<file path="src/rtl/puf_xor_eval_ctrl_if.sv">
// puf_xor_eval_ctrl_if: start/status, PUF array pins and byte stream of the XOR PUF evaluation controller
interface puf_xor_eval_ctrl_if #(parameter int WIDTH = 128);
  logic start, busy, done;
  logic puf_i1, puf_i2, puf_rn;
  logic [WIDTH-1:0] puf_out;
  logic [7:0] data_out;
  logic data_valid, data_ready;
  modport master(
    input start, puf_out, data_ready,
    output busy, done, puf_i1, puf_i2, puf_rn, data_out, data_valid
  );
  modport slave(
    output start, puf_out, data_ready,
    input busy, done, puf_i1, puf_i2, puf_rn, data_out, data_valid
  );
endinterface

</file>
<file path="src/rtl/puf_xor_eval_ctrl.sv">
// puf_xor_eval_ctrl: clears and fires the XOR PUF array, captures the response and streams it out LSB byte first
module puf_xor_eval_ctrl #(
  parameter int WIDTH      = 128,
  parameter int RST_CYC    = 4,
  parameter int SETTLE_CYC = 8
) (
  input logic clk,
  input logic rst,
  puf_xor_eval_ctrl_if.master bus
);
  localparam int NB = WIDTH / 8;
  localparam int BW = NB > 1 ? $clog2(NB) : 1;
  localparam int CW = $clog2(RST_CYC + SETTLE_CYC + 1);
  localparam logic [CW-1:0] ARM_LAST = CW'(RST_CYC - 1);
  localparam logic [CW-1:0] FIRE_LAST = CW'(SETTLE_CYC - 1);
  localparam logic [BW-1:0] LAST_BYTE = BW'(NB - 1);
  typedef enum logic [2:0] {IDLE, ARM, RELEASE, FIRE, CAPTURE, SHIFT} state_t;
  state_t state, nxt;
  logic [CW-1:0] cnt, cnt_d;
  logic [BW-1:0] bcnt, bcnt_d;
  logic [WIDTH-1:0] sr, sr_d;
  logic [7:0] dout_q, dout_d;
  logic busy_q, busy_d, rn_q, rn_d, race_q, race_d, valid_q, valid_d, done_q, done_d;
  logic accept, last;
  assign accept = state == SHIFT && bus.data_ready;
  assign last = bcnt == LAST_BYTE;
  always_ff @(posedge clk or posedge rst) begin
    if (rst) begin
      state <= IDLE;
      cnt <= '0;
      bcnt <= '0;
      sr <= '0;
      dout_q <= '0;
      busy_q <= 1'b0;
      rn_q <= 1'b0;
      race_q <= 1'b0;
      valid_q <= 1'b0;
      done_q <= 1'b0;
    end else begin
      state <= nxt;
      cnt <= cnt_d;
      bcnt <= bcnt_d;
      sr <= sr_d;
      dout_q <= dout_d;
      busy_q <= busy_d;
      rn_q <= rn_d;
      race_q <= race_d;
      valid_q <= valid_d;
      done_q <= done_d;
    end
  end
  always_comb begin
    nxt = state;
    case (state)
      IDLE:    nxt = bus.start ? ARM : IDLE;
      ARM:     nxt = cnt == ARM_LAST ? RELEASE : ARM;
      RELEASE: nxt = FIRE;
      FIRE:    nxt = cnt == FIRE_LAST ? CAPTURE : FIRE;
      CAPTURE: nxt = SHIFT;
      SHIFT:   nxt = accept && last ? IDLE : SHIFT;
      default: nxt = IDLE;
    endcase
  end
  // Output flops are loaded from the next state so every pin is registered yet aligned to the state change.
  always_comb begin
    cnt_d = nxt == state && (state == ARM || state == FIRE) ? cnt + CW'(1) : '0;
    bcnt_d = state == SHIFT ? (accept ? bcnt + BW'(1) : bcnt) : '0;
    sr_d = state == CAPTURE ? bus.puf_out : accept ? sr >> 8 : sr;
    dout_d = state == CAPTURE || accept ? sr_d[7:0] : dout_q;
    busy_d = nxt != IDLE;
    rn_d = nxt == RELEASE || nxt == FIRE || nxt == CAPTURE;
    race_d = nxt == FIRE || nxt == CAPTURE;
    valid_d = nxt == SHIFT;
    done_d = accept && last;
  end
  assign bus.busy = busy_q;
  assign bus.puf_rn = rn_q;
  assign bus.puf_i1 = race_q;
  assign bus.puf_i2 = race_q;
  assign bus.data_out = dout_q;
  assign bus.data_valid = valid_q;
  assign bus.done = done_q;
endmodule

</file>
<file path="src/flat_wrapper.sv">
// flat-port wrapper written by rule: the top's interface ports become plain ports
module puf_xor_eval_ctrl_flat 
#(
  parameter int WIDTH      = 128,
  parameter int RST_CYC    = 4,
  parameter int SETTLE_CYC = 8
)
  (clk, rst, bus_start, bus_puf_out, bus_data_ready, bus_busy, bus_done, bus_puf_i1, bus_puf_i2, bus_puf_rn, bus_data_out, bus_data_valid);
  puf_xor_eval_ctrl_if #(.WIDTH(WIDTH)) bus_i ();
  input logic clk;
  input logic rst;
  input wire logic [$bits(bus_i.start)-1:0] bus_start;
  input wire logic [$bits(bus_i.puf_out)-1:0] bus_puf_out;
  input wire logic [$bits(bus_i.data_ready)-1:0] bus_data_ready;
  output wire logic [$bits(bus_i.busy)-1:0] bus_busy;
  output wire logic [$bits(bus_i.done)-1:0] bus_done;
  output wire logic [$bits(bus_i.puf_i1)-1:0] bus_puf_i1;
  output wire logic [$bits(bus_i.puf_i2)-1:0] bus_puf_i2;
  output wire logic [$bits(bus_i.puf_rn)-1:0] bus_puf_rn;
  output wire logic [$bits(bus_i.data_out)-1:0] bus_data_out;
  output wire logic [$bits(bus_i.data_valid)-1:0] bus_data_valid;
  assign bus_i.start = bus_start;
  assign bus_i.puf_out = bus_puf_out;
  assign bus_i.data_ready = bus_data_ready;
  assign bus_busy = bus_i.busy;
  assign bus_done = bus_i.done;
  assign bus_puf_i1 = bus_i.puf_i1;
  assign bus_puf_i2 = bus_i.puf_i2;
  assign bus_puf_rn = bus_i.puf_rn;
  assign bus_data_out = bus_i.data_out;
  assign bus_data_valid = bus_i.data_valid;
  puf_xor_eval_ctrl #(.WIDTH(WIDTH), .RST_CYC(RST_CYC), .SETTLE_CYC(SETTLE_CYC)) u_core (.clk(clk), .rst(rst), .bus(bus_i));
endmodule
</file>
<file path="config.mk">
export PLATFORM = sky130hd
export DESIGN_NAME = puf_xor_eval_ctrl_flat
export DESIGN_NICKNAME = d
export VERILOG_FILES = /design/src/rtl/puf_xor_eval_ctrl_if.sv /design/src/rtl/puf_xor_eval_ctrl.sv /design/src/flat_wrapper.sv
export SDC_FILE = /design/constraint.sdc
export NUM_CORES = 1
export LEC_CHECK = 0
export ABC_CLOCK_PERIOD_IN_PS = 13000
export CORE_UTILIZATION = 47
export CTS_BUF_LIST = sky130_fd_sc_hd__clkbuf_2
export DETAILED_ROUTE_END_ITERATION = 8
export PLACE_DENSITY = 0.8
export SLEW_MARGIN = 20
export SYNTH_ARGS = -nofsm -noshare
export SYNTH_HDL_FRONTEND = slang
export SYNTH_SLANG_ARGS = --single-unit
</file>
<file path="constraint.sdc">
create_clock -name clk -period 13 [get_ports clk]
set_clock_uncertainty 0.1 [all_clocks]
set_input_delay 2.6 -clock clk [delete_from_list [all_inputs] [get_ports clk]]
set_output_delay 2.6 -clock clk [all_outputs]
set_load 0.005 [all_outputs]
</file>
# [Word-level counts from Yosys, hierarchy flattened]
# Cells that the tools add are included.
[totals] in_bits=132 ff_bits=152 out_inout_bits=14 wordCells=48
[op_classes] reduce_logical=11 n_addsub=2 n_eq_ne=14 muxes=10
[ops] cell="2-to-1 mux 128 bit" n=2
[ops] cell="one-hot mux 3 bit (6 select lines)" n=1
[ops] cell="equality test 3 x 2 -> 1 bit, second input constant" n=4
[ops] cell="equality test 3 bit, second input constant" n=4
[ops] cell="2-to-1 mux 4 bit" n=3
[ops] cell="adder 4 x 1 -> 4 bit, second input constant" n=2
[ops] cell="2-to-1 mux 3 bit" n=2
[ops] cell="logical OR 1 bit" n=5
[ops] cell="equality test 4 x 2 -> 1 bit, second input constant" n=1
[ops] cell="equality test 4 x 3 -> 1 bit, second input constant" n=1
[ops] cell="equality test 4 bit, second input constant" n=1
[ops] cell="equality test 3 x 1 -> 1 bit, second input constant" n=1
[ops] cell="equality test 3 bit" n=1
[ops] cell="logical AND 1 bit" n=3
[ops] cell="zero test 3 bit" n=1
[ops] cell="nonzero test 3 bit" n=1
[ops] cell="2-to-1 mux 2 bit" n=1
[ops] cell="!= test 2 x 1 -> 1 bit, second input constant" n=1
[ops] cell="nonzero test 2 bit" n=1
[ops] cell="2-to-1 mux 1 bit" n=1

# [Longest topological paths before layout]
[depth] word_depth=8 ltp_mapped=7 ltp_nobuf=4

# [Worst setup path before layout]
# No wires, ideal clock.
[synth_path] path_kind="input to register" startpoint="in bus_data_ready" endpoint="reg u_core.sr[23]" t_arrival_ps=3456 cell_stages=7 setup_time_ps=124 setup_slack_ps=9320 n_path_buf=4 t_required_ps=12776 path_cell_list="buf_2 -> nand4b_1 -> buf_4 -> buf_4 -> buf_2 -> nand3_1 -> nand3_1"
[synth_via] elab_chain_cells=2
[synth_lines] item="start, declared" line="flat_wrapper.sv:14" text="input wire logic [$bits(bus_i.data_ready)-1:0] bus_data_ready;"
[synth_lines] item="logical AND 1 bit" line="puf_xor_eval_ctrl.sv:25" text="assign accept = state == SHIFT && bus.data_ready;"
[synth_lines] item="nonzero test 2 bit (no source line)"
[synth_lines] item="end signal, assigned" line="puf_xor_eval_ctrl.sv:43" text="sr <= sr_d;"
[synth_lines] item="end, declared" line="puf_xor_eval_ctrl.sv:21" text="logic [WIDTH-1:0] sr, sr_d;"
# No other way between the ends.
# A chain may end at the register's enable or synchronous reset.

# [Final worst setup path]
[layout_path] startpoint="reg u_core.race_q, in the netlist u_core.bus.puf_i1" endpoint="out bus_puf_i1"
[layout_lines] item="start, declared" line="puf_xor_eval_ctrl.sv:23" text="logic busy_q, busy_d, rn_q, rn_d, race_q, race_d, valid_q, valid_d, done_q, done_d;"
[layout_lines] item="start signal, assigned" line="puf_xor_eval_ctrl.sv:47" text="race_q <= race_d;"
[layout_lines] item="end, declared" line="flat_wrapper.sv:17" text="output wire logic [$bits(bus_i.puf_i1)-1:0] bus_puf_i1;"
# No word-level cell between the ends.

==> flow_metrics.tcl <==
set metrics [dict create \
    fin_hold_ws_ns 0.382 \
    ys_ff_latch 144 \
    routed_wl_um 15300 \
    netlist_instances 759 \
    p_sw_mw 0.412 \
    wl_per_cell_um 14.4 \
    dr.pass1.iters 6 \
    drc_errors 0 \
    cts_sinks 144 \
    synthArstFlopShare 1.00 \
    grt_overflow 0 \
    top_layer "met4" \
    core_um2 13400 \
    post-place-ws_ns 8.00 \
    cts_setup_buffers 0 \
    cts_tree "yes" \
    period_minus_slack_ns 4.32 \
    fin_util 0.601 \
    holdBufCountCts 0 \
    cts_resized 0 \
    synth_area_leaders "dfrtp_1, nand3_1, nand2_1" \
    cpPeakStageDelay_ns 0.53 \
    io_pins 146 \
    yosysWarnings 0 \
    die_h_um 120 \
    cp.arrival_ns 1.62 \
    maxCapViolCount 0 \
    insertion_delay_ns 0.72 \
    syn_nets 893 \
    leakage_nw 3.69 \
    cts.htree.levels 4 \
    cts_made_buffers 17 \
    synth_area_um2 6550 \
    synth.top_cell.area_share 0.550 \
    grt_pass1_wl_um 25400 \
    cts_buffer_depth 2 \
    critical_path.top_delay_family "buffers and inverters" \
    synth_area_per_cell_um2 8.63 \
    antenna_found_initial 1 \
    crit_path_top_delay_cell "clkdlybuf4s50_1" \
    initial_utilization 0.489 \
    final_cells 1060 \
    clkTransAtPathRegs_ns 0.18 \
    synth_ff_type "dfrtp_1" \
    dr_wl_met2_um 7510 \
    cp_max_fo 2 \
    synth_cell_type_count 26 \
    hold_path_class "reg -> reg" \
    crit_required_ns 10.30 \
    status "finished clean" \
    ant_nets 0 \
    grt_max_degree 121 \
    start_kind "flip-flop" \
    finalWorstSetupSlack_ns 8.68 \
    crit_type "reg -> out" \
    grt_setup_unrepaired "false" \
    combPwrFrac 0.260 \
    synth_edf_count 0 \
    vias 5651 \
    drive_gt1_frac 0.0442 \
    tightest_slew_ns 0.879 \
    hold_viol 0 \
    dp_hpwl_um 9740 \
    r2r_slack_ns 10.54 \
    p_total_mw 1.28 \
    clockPowerShare 0.152 \
    gp_congestion 0.815 \
    path_cells "clkdlybuf4s50_1" \
    wl_met1_um 6760 \
    cts_root_buffer "clkbuf_2" \
    p_int_mw 0.869 \
    drtIter0Drc 598 \
    powerDensity_nw_per_um2 159 \
    drv_slew 0 \
    slew-limit-headroom 0.414 \
    rows 42 \
    dp_cells 1027 \
    grt_pass1_vias 5418 \
    route.met3.wl_um 805 \
    dpl_cell_area_um2 7900 \
    worst-path-buf-inv 1 \
    final_cell_area_um2 8060 \
    ir_drop_mv 0.0663 \
    end_kind "primary output" \
    tns_ns 0 \
    final_nets 1004 \
    die_area_um2 14400 \
    area_growth_pct 23.0 \
    finalSetupViolations 0 \
    ys_seq_area_frac 0.550 \
    power_frac_seq 0.589 \
    grtUsageTotal 0.223 \
    viasPerCell 5.33 \
    fin_crit_sh 0.332 \
    yosysTopAreaCell "dfrtp_1" \
    port_buffers 145 \
    die_x_um 120 \
    fmax_ghz 0.231 \
    swShare 0.322 \
]
-- sequential cells by signal, indices dropped and copies added (netlist names) --
name                   flops
u_core.cnt                 4
u_core.sr                120
u_core.bus.busy            1
u_core.bus.puf_i1          1
u_core.bus.data_out        8
u_core.state               3
u_core.bcnt                4
u_core.bus.data_valid      1
u_core.bus.puf_rn          1
u_core.bus.done            1
-- synthesized netlist by cell type (3+ instances only) --
library cell and number:
buf_1 7, dfrtp_1 144, xor2_1 4, nand4_1 3
a21oi_1 36, buf_4 5, nor2_1 23, buf_6 14
nand3_1 219, inv_1 5, nand2_1 245, buf_2 34
-- worst paths after layout --
| kind | cells past startpoint | end | start |
|---|---|---|---|
| worst max-delay path | 1 | bus_puf_i1 | u_core.bus.puf_i1$_DFF_PP0_ |
| worst min-delay path | 1 | u_core.cnt[0]$_DFF_PP0_ | u_core.cnt[0]$_DFF_PP0_ |
| worst max register to register | 4 | u_core.sr[66]$_DFFE_PP0P_ | u_core.state[2]$_DFF_PP0_ |
| worst min register to register | 1 | u_core.cnt[0]$_DFF_PP0_ | u_core.cnt[0]$_DFF_PP0_ |
| max in group asynchronous | 3 | u_core.sr[65]$_DFFE_PP0P_ | rst |
| min in group asynchronous | 2 | u_core.sr[77]$_DFFE_PP0P_ | rst |
-- kinds of logic after synthesis --
family,share of synthesized area
and+or+nand+nor,0.339
AOI/OAI and AO/OA,0.0363
buffers and inverters,0.0627
DFF,0.550
adders and majority gates,0.00382
muxes,0.00153
xor gates and xnor gates,0.00669
-- area by class of cell --
| cell class | count | area [µm²] |
|---|---|---|
| sequential | 144 | 3600 |
| tap | 176 | 220 |
| fill | 1185 | 5340 |
| clock buffer | 21 | 105 |
| clock inverter | 11 | 48.8 |
| inverter | 5 | 23.8 |
| antenna | 1 | 2.50 |
| multi-input combinational | 550 | 2550 |
| timing repair buffer | 152 | 1510 |
-- per-layer routing --
metal | vias up | global-route usage
li1 | 2744 | -
met1 | 2727 | 0.299
met2 | 166 | 0.356
met3 | 14 | 0.0551
met4 | 0 | 0.0711
met5 | - | 0
-- cell usage in the layout, fill, tap and decap left out --
| master | Yosys | layout |
|---|---|---|
| nand2_1 | 245 | 245 |
| nand3_1 | 219 | 219 |
| clkdlybuf4s50_1 | 0 | 145 |
| dfrtp_1 | 144 | 144 |
| a21oi_1 | 36 | 36 |
| nor2_1 | 23 | 23 |
| clkbuf_2 | 0 | 21 |
| clkinv_1 | 0 | 7 |
| buf_4 | 5 | 6 |
| inv_1 | 5 | 4 |
| xor2_1 | 4 | 4 |
| nand4_1 | 3 | 3 |
| clkinv_2 | 0 | 3 |
| nand4b_1 | 2 | 2 |
| and3b_1 | 2 | 2 |
| a32oi_2 | 2 | 2 |
| and2b_1 | 2 | 2 |
| a2111oi_1 | 2 | 2 |
| ha_1 | 2 | 2 |
| diode_2 | 0 | 1 |
| and4b_4 | 0 | 1 |
| or3b_4 | 1 | 1 |
| nor3b_4 | 0 | 1 |
| o21ai_0 | 1 | 1 |
| or2_2 | 1 | 1 |
| or3b_1 | 1 | 1 |
| inv_6 | 0 | 1 |
| xnor2_1 | 1 | 1 |
| mux2i_1 | 1 | 1 |
| clkinvlp_4 | 0 | 1 |
| buf_6 | 14 | 1 |
-- power groups by stage --
stage	logic [mW]	clock network, mW	registers (mW)
detailed placement	0.338	0	0.765
CTS	0.339	0.201	0.753
floorplan	0.228	0	0.729
finish	0.333	0.194	0.754
global placement	0.318	0	0.759
global route	0.384	0.220	0.778
(Power assumes the default switching activity.)
